==> src/rtl/psum_accumulator.sv <==
// -----------------------------------------------------------------------------
// psum_accumulator
//   Accumulates K consecutive signed partial sums from the conv PE into one
//   output pixel, rescales by an arithmetic right shift (floor), saturates to
//   an O_Y-bit signed activation and presents it on a valid/ready interface.
//   While a finished activation is not taken, the upstream is back-pressured.
//
//   Optional build macro: PSUM_ACCUMULATOR_RELU_EN
//     defined   -> negative shifted sums clamp to 0 before saturation
//     undefined -> plain signed saturation
//
// Ports:
//   i_clk    clock, rising edge
//   i_rst_n  asynchronous active-low reset
//   i_clear  synchronous clear, drops the partial pixel and the held result
//   i_valid  upstream psum valid
//   o_ready  upstream may transfer (combinational)
//   i_psum   signed partial sum [I_PSUM-1:0]
//   o_valid  activation valid (registered)
//   i_ready  downstream accepts activation
//   o_y      signed activation [O_Y-1:0] (registered)
// -----------------------------------------------------------------------------
module psum_accumulator #(
    parameter int I_PSUM = 19,
    parameter int O_ACC  = 23,
    parameter int O_Y    = 8,
    parameter int K      = 9,
    parameter int CNT_W  = 4,
    parameter int SHIFT  = 4
) (
    input  logic              i_clk,
    input  logic              i_rst_n,
    input  logic              i_clear,
    input  logic              i_valid,
    output logic              o_ready,
    input  logic [I_PSUM-1:0] i_psum,
    output logic              o_valid,
    input  logic              i_ready,
    output logic [O_Y-1:0]    o_y
);

    typedef enum logic {S_ACC = 1'b0, S_HOLD = 1'b1} state_t;

    localparam int                      Y_MAX_I = (1 << (O_Y - 1)) - 1;
    localparam logic signed [O_ACC-1:0] Y_MAX   = O_ACC'(Y_MAX_I);
    localparam logic signed [O_ACC-1:0] Y_MIN   = O_ACC'(-Y_MAX_I - 1);
    localparam logic [CNT_W-1:0]        CNT_LAST = CNT_W'(K - 1);

    state_t                    r_state;
    state_t                    w_state_next;
    logic [CNT_W-1:0]          r_cnt;
    logic signed [O_ACC-1:0]   r_acc;
    logic [O_Y-1:0]            r_y;

    logic                      w_accept;
    logic                      w_last;
    logic signed [O_ACC-1:0]   w_psum_ext;
    logic signed [O_ACC-1:0]   w_sum;
    logic signed [O_ACC-1:0]   w_shift;
    logic signed [O_ACC-1:0]   w_clamp;

    // In S_HOLD the ready passes through from downstream so a new psum can be
    // accepted in the same cycle the held activation leaves (no bubble).
    // A clear cycle always reports ready; its input is discarded anyway.
    assign o_ready  = i_clear | (r_state == S_ACC) | i_ready;
    assign w_accept = i_valid & o_ready & ~i_clear;
    assign w_last   = (r_cnt == CNT_LAST);

    // A new pixel starts from zero rather than from the stale accumulator,
    // so acc never needs an explicit reset at pixel completion.
    assign w_psum_ext = {{(O_ACC - I_PSUM){i_psum[I_PSUM-1]}}, i_psum};
    assign w_sum      = ((r_cnt == '0) ? '0 : r_acc) + w_psum_ext;
    assign w_shift    = w_sum >>> SHIFT;

    always_comb begin
        w_clamp = w_shift;
`ifdef PSUM_ACCUMULATOR_RELU_EN
        if (w_shift < 0)
            w_clamp = '0;
        else if (w_shift > Y_MAX)
            w_clamp = Y_MAX;
`else
        if (w_shift > Y_MAX)
            w_clamp = Y_MAX;
        else if (w_shift < Y_MIN)
            w_clamp = Y_MIN;
`endif
    end

    // NOTE: every signal assigned in always_comb gets a default first, so no
    // path through the block can leave it unassigned and infer a latch.
    always_comb begin
        w_state_next = r_state;
        if (i_clear) begin
            w_state_next = S_ACC;
        end else if (w_accept && w_last) begin
            w_state_next = S_HOLD;
        end else if (r_state == S_HOLD && i_ready) begin
            w_state_next = S_ACC;
        end
    end

    // NOTE: sequential state uses non-blocking assignments so every register
    // samples the pre-edge values regardless of statement order.
    always_ff @(posedge i_clk or negedge i_rst_n) begin
        if (!i_rst_n)
            r_state <= S_ACC;
        else
            r_state <= w_state_next;
    end

    // Datapath. In S_HOLD with i_ready low, o_ready is low so w_accept is 0
    // and everything below holds by default.
    always_ff @(posedge i_clk or negedge i_rst_n) begin
        if (!i_rst_n) begin
            r_cnt <= '0;
            r_acc <= '0;
            r_y   <= '0;
        end else if (i_clear) begin
            r_cnt <= '0;
            r_acc <= '0;
        end else if (w_accept) begin
            if (w_last) begin
                r_y   <= w_clamp[O_Y-1:0];
                r_cnt <= '0;
            end else begin
                r_acc <= w_sum;
                r_cnt <= r_cnt + 1'b1;
            end
        end
    end

    // o_valid is exactly the registered S_HOLD state.
    assign o_valid = (r_state == S_HOLD);
    assign o_y     = r_y;

endmodule
==> config.mk <==
export PLATFORM = sky130hd
export DESIGN_NAME = psum_accumulator
export DESIGN_NICKNAME = d
export VERILOG_FILES = /design/src/rtl/psum_accumulator.sv
export SDC_FILE = /design/constraint.sdc
export NUM_CORES = 1
export LEC_CHECK = 0
export ABC_AREA = 1
export ABC_CLOCK_PERIOD_IN_PS = 2900
export CAP_MARGIN = 20
export CORE_MARGIN = 8
export CORE_UTILIZATION = 52
export CTS_CLUSTER_SIZE = 30
export DETAILED_ROUTE_END_ITERATION = 8
export PLACE_DENSITY_LB_ADDON = 0.12
export RECOVER_POWER = 100
export SLEW_MARGIN = 20
export SYNTH_ARGS = -nofsm -noshare
export SYNTH_HDL_FRONTEND = slang
export SYNTH_SLANG_ARGS = --single-unit
==> constraint.sdc <==
create_clock -name i_clk -period 2.9 [get_ports i_clk]
set_input_delay 0.435 -clock i_clk [delete_from_list [all_inputs] [get_ports i_clk]]
set_output_delay 0.435 -clock i_clk [all_outputs]
set_load 0.05 [all_outputs]
; ---- Yosys cells after proc, flatten, opt, wreduce, memory -nomap -nowiden
; Index checks and enable logic that the tools add are counted.
[word_totals]
input_bits = 24
register_bits = 36
wordCells = 35
[op_classes]
n_reduce_logical = 7
mux = 12
n_eq_ne = 2
order_cmp = 2
bitwise = 6
addsub = 2
[ops]
columns = op, n
row1 = two-way mux 23 bit, 4
row2 = adder 23 bit, 1
row3 = greater-than comparator 19 x 8 -> 1 bit (second input constant), 1
row4 = < comparator 19 x 8 -> 1 bit (second input constant), 1
row5 = two-way mux 8 bit, 2
row6 = two-way mux 4 bit, 3
row7 = adder 4 x 1 -> 4 bit (second input constant), 1
row8 = equality test 4 bit (second input constant), 1
row9 = zero test 4 bit, 1
row10 = two-way mux 1 bit, 3
row11 = AND reduction 3 bit, 1
row12 = nonzero test 3 bit, 1
row13 = bitwise AND 1 bit, 2
row14 = logical AND 1 bit, 2
row15 = inequality test 2 bit (second input constant), 1
row16 = NOT 1 bit, 2
row17 = bitwise OR 1 bit, 2
row18 = AND reduction 2 bit, 1
row19 = nonzero test 2 bit, 1

; ---- Longest topological paths before layout
[logic_depth]
depth_word = 8
mapped_depth = 26
mapped_depth_nobuf = 25

; ---- Least setup slack after synthesis
; Ideal clock, no wire load.
[synth_timing]
path_type = register -> register
start = register r_cnt[0]
end = register r_y[5] (netlist: o_y[5])
stages_incl_launch_ff = 24
arrival_ns = 2.978
setup_slack_ns = -0.195
setup_ns = 0.118
required_ns = 2.782
path_cell_list = dfrtp_1 > inv_1 > ha_1 > nand2_1 > nor2_1 > clkbuf_1 > nor2_1 > ha_1 > fa_1 > nand2_1 > nand2_1 > nand3_2 > nand2_2 > nand2_2 > nand2_2 > nand2_2 > nand2_2 > a21oi_2 > xor2_2 > nand2_2 > nand2_1 > nand2_1 > nand2_1 > nand2_1
[synth_via]
elab_chain_cells = 6
word_cells_on_any_way = 9
classes_between = add/sub: 1 / order compare: 2 / eq/ne: 1 / mux: 3 / reduce/logical: 2
[synth_lines]
columns = element, line_no
row1 = start: declaration, 51  ; logic [CNT_W-1:0] r_cnt;
row2 = start signal: assignment, 128  ; r_cnt <= r_cnt + 1'b1;
row3 = zero test 4 bit, 72  ; assign w_sum = ((r_cnt == '0) ? '0 : r_acc) + w_psum_ext;
row4 = two-way mux 23 bit, 72
row5 = adder 23 bit, 72
row6 = < comparator 19 x 8 -> 1 bit, 85  ; else if (w_shift < Y_MIN)
row7 = two-way mux 8 bit, 85
row8 = two-way mux 8 bit, 83  ; if (w_shift > Y_MAX)
row9 = end signal: assignment, 124  ; r_y <= w_clamp[O_Y-1:0];
row10 = end: declaration, 53  ; logic [O_Y-1:0] r_y;
; Parallel ways exist; a longest one is shown, timed or not.
; A chain may end at the register's enable or synchronous reset.

; ---- Worst setup path after layout
[layout_timing]
start = register r_cnt[1]
end = register r_y[5] (netlist: o_y[5])
; Same word-level chain as after synthesis.

==> flow_metrics.tcl <==
set metrics [dict create \
    status "complete, but fails checks" \
    failed_checks "max-capacitance violations, max-slew violations, negative setup slack" \
    syn_to_final_growth_pct 54.4 \
    fmax_mhz 327 \
    drive_above_1_share_pct 36.7 \
    setup_viol 8 \
    first_iter_violations 275 \
    syn_area_per_cell_um2 6.35 \
    num_vias 3866 \
    io_buffers 33 \
    synth_xor_area_share_pct 3.44 \
    ant_nets 0 \
    dpl.hpwl_um 7540 \
    synth_top_family_by_area "simple AND/OR/NAND/NOR gates" \
    p_leak_nw 2.61 \
    pre_cts_slack_ps -224 \
    met1_length_um 4650 \
    start_util_pct 52.8 \
    synth-simple-area-share_pct 39.3 \
    ys_top_cells_by_area "dfrtp_1, nand2_1, inv_1" \
    clk_pin_slew_ps 90 \
    clock-sinks 36 \
    worst_pin_slew_ps 2040 \
    power_density_nw_per_um2 383 \
    die-width_um 95.4 \
    final_common_cell "nand2_1" \
    coreArea_um2 6200 \
    grt_max_degree 37 \
    critPathKind "flop to flop" \
    mostFrequentLayoutCells "nand2_1, buf_4, inv_1, nand2_2, dfrtp_1" \
    cts_hold_buf 0 \
    netlist_instances 516 \
    grt-ovfl-total 0 \
    dieArea_um2 9100 \
    cts_root_buffer "clkbuf_8" \
    grt_first_pass_wirelength_um 17600 \
    crit_path_end_kind "flop" \
    grt_usage_pct 24.4 \
    num_antenna_cells 0 \
    path_max_fanout 7 \
    synth_mux_area_share_pct 0 \
    std_cell_rows 29 \
    ir_drop_mv 0.260 \
    timing.final.crit_share_pct 105 \
    cap_violations 1 \
    synth_area_um2 3280 \
    fillers 403 \
    r2r_cells 22 \
    cts_made_buffers 5 \
    period_minus_slack_ps 3060 \
    firstDrtPassIters 5 \
    drc 0 \
    cp.arrival_ps 3300 \
    clock_skew_ps 8.85 \
    synth_top_cell_area_share_pct 27.5 \
    synth_fa_ha_area_share_pct 9.77 \
    routed_wl_um 11600 \
    synth_area_leader_cell "dfrtp_1" \
    io_pins 34 \
    ctsLongestPathBuffers 2 \
    routedWlPerCell_um 16.1 \
    hold_viol 0 \
    ys_warn_count 0 \
    syn_nets 565 \
    final_util_pct 81.5 \
    wl_met2_um 5710 \
    die-height_um 95.4 \
    vias_per_cell 5.39 \
    cp.required_ps 3150 \
    cp-start-kind "flop" \
    maxSlewViolCount 37 \
    place_congestion 0.957 \
    rsz0062_at_grt "yes" \
    synth.distinct_cells 29 \
    ys_seq_elements 36 \
    antenna_found_initial 0 \
    synth_compound_area_share_pct 8.55 \
    setup_ws_ps -157 \
    hold_depth 2 \
    htreeDepth 2 \
    fin_nets 688 \
    cts_tree "done" \
    grt_pass1_vias 3740 \
    synth-seq-area-share_pct 27.5 \
    slew-limit-headroom_pct -36.0 \
    clk_latency_ps 300 \
    r2r_setup_slack_ps -160 \
    hp-class "flop to flop" \
    top_layer "met4" \
    met3WireLength_um 802 \
]
-- worst max-delay path, cell delays in order (launching register included) --
cell and delay, ps:
dfrtp_1 400, inv_2 80, ha_4 140, nand2_4 50, nor2_4 170, buf_6 180
nor2_2 50, ha_1 370, nand2_2 140, nor2_2 150, buf_4 130, nand3_1 110
nand4_1 110, nand2_2 100, nor2_1 110, nand3_1 100, nor2_1 150, nand2_2 100
nand2_4 100, nand2_1 80, nand2_1 100, nand2_1 50, nand2_1 50
-- worst paths after layout --
check / start / endpoint
setup / recovery: r_cnt[1] / o_y[5]
hold / removal: o_y[3] / o_y[3]
setup reg to reg: r_cnt[1] / o_y[5]
hold reg to reg: o_y[3] / o_y[3]
max in group asynchronous: i_rst_n / r_acc[18]
min in group asynchronous: i_rst_n / o_y[2]
-- report_power, final --
group	switching, mW	internal (mW)	total [mW]
Clock	0.219	0.255	0.474
Combinational	0.513	0.393	0.906
Sequential	0.0148	0.543	0.558
-- kinds of logic (layout without fill, tap and decap cells) --
| kind of cell | Yosys count | after routing |
|---|---|---|
| simple gates | 294 | 294 |
| buf+inv | 100 | 224 |
| compound gates | 49 | 49 |
| flops | 36 | 36 |
| fa+ha+maj | 25 | 25 |
| xor+xnor | 12 | 12 |
-- synthesized netlist by cell type --
| cell | count |
|---|---|
| xor2_1 | 8 |
| nor2_2 | 8 |
| nand3_2 | 5 |
| xor2_2 | 1 |
| xnor2_1 | 3 |
| nand3_1 | 31 |
| inv_2 | 2 |
| or2_1 | 1 |
| a21oi_2 | 2 |
| inv_1 | 91 |
| o21ai_0 | 15 |
| o31ai_1 | 1 |
| fa_1 | 1 |
| ha_1 | 24 |
| nor2_1 | 47 |
| o21bai_1 | 3 |
| nand3b_1 | 2 |
| nor4_1 | 1 |
| nor3_2 | 4 |
| clkinv_1 | 1 |
| nand2_4 | 1 |
| a21oi_1 | 14 |
| clkbuf_1 | 6 |
| nand4_1 | 6 |
| nor3_1 | 1 |
| o22ai_1 | 14 |
| nand2_1 | 174 |
| dfrtp_1 | 36 |
| nand2_2 | 13 |
-- registers in the layout, summed over array words and instances, names as in the netlist --
register	cells
r_acc	23
o_y	8
r_cnt	4
o_valid	1
-- final cells by class --
cell class	count	area (um2)	share of cell area (%)
Multi-Input combinational cell	380	2590	51.3
Timing Repair Buffer	122	1000	19.8
Sequential cell	36	901	17.8
Inverter	94	353	6.97
Tap cell	77	96.3	1.90
Clock buffer	5	68.8	1.36
Clock inverter	3	42.5	0.841
-- stage by stage --
step / area [um2] / power, mW / hold slack, ps / setup TNS [ps] / instances
after floorplan: 3290 / 0.948 / 139 / 0 / 516
after global placement: 4100 / 1.21 / 462 / -906 / 672
after detailed placement: 4100 / 1.22 / 467 / -1830 / 672
after CTS: 4790 / 1.84 / 259 / -440 / 708
after global routing: 5060 / 2.03 / 505 / -2300 / 717
final: 5060 / 1.94 / 481 / -881 / 717
-- per-layer routing --
metal | global-route usage, % | vias up
met4 | 10.9 | 0
li1 | - | 1848
met3 | 3.62 | 44
met5 | 0 | -
met1 | 29.4 | 1791
met2 | 42.1 | 183
-- repair_timing --
item                                    4_1_cts  5_1_grt
gates cloned                                  1        1
resized for setup                            84       65
endpoints found under the setup margin        9       13
setup buffers                                28       10
pin swaps                                    61       43
(Power assumes the default switching activity.)
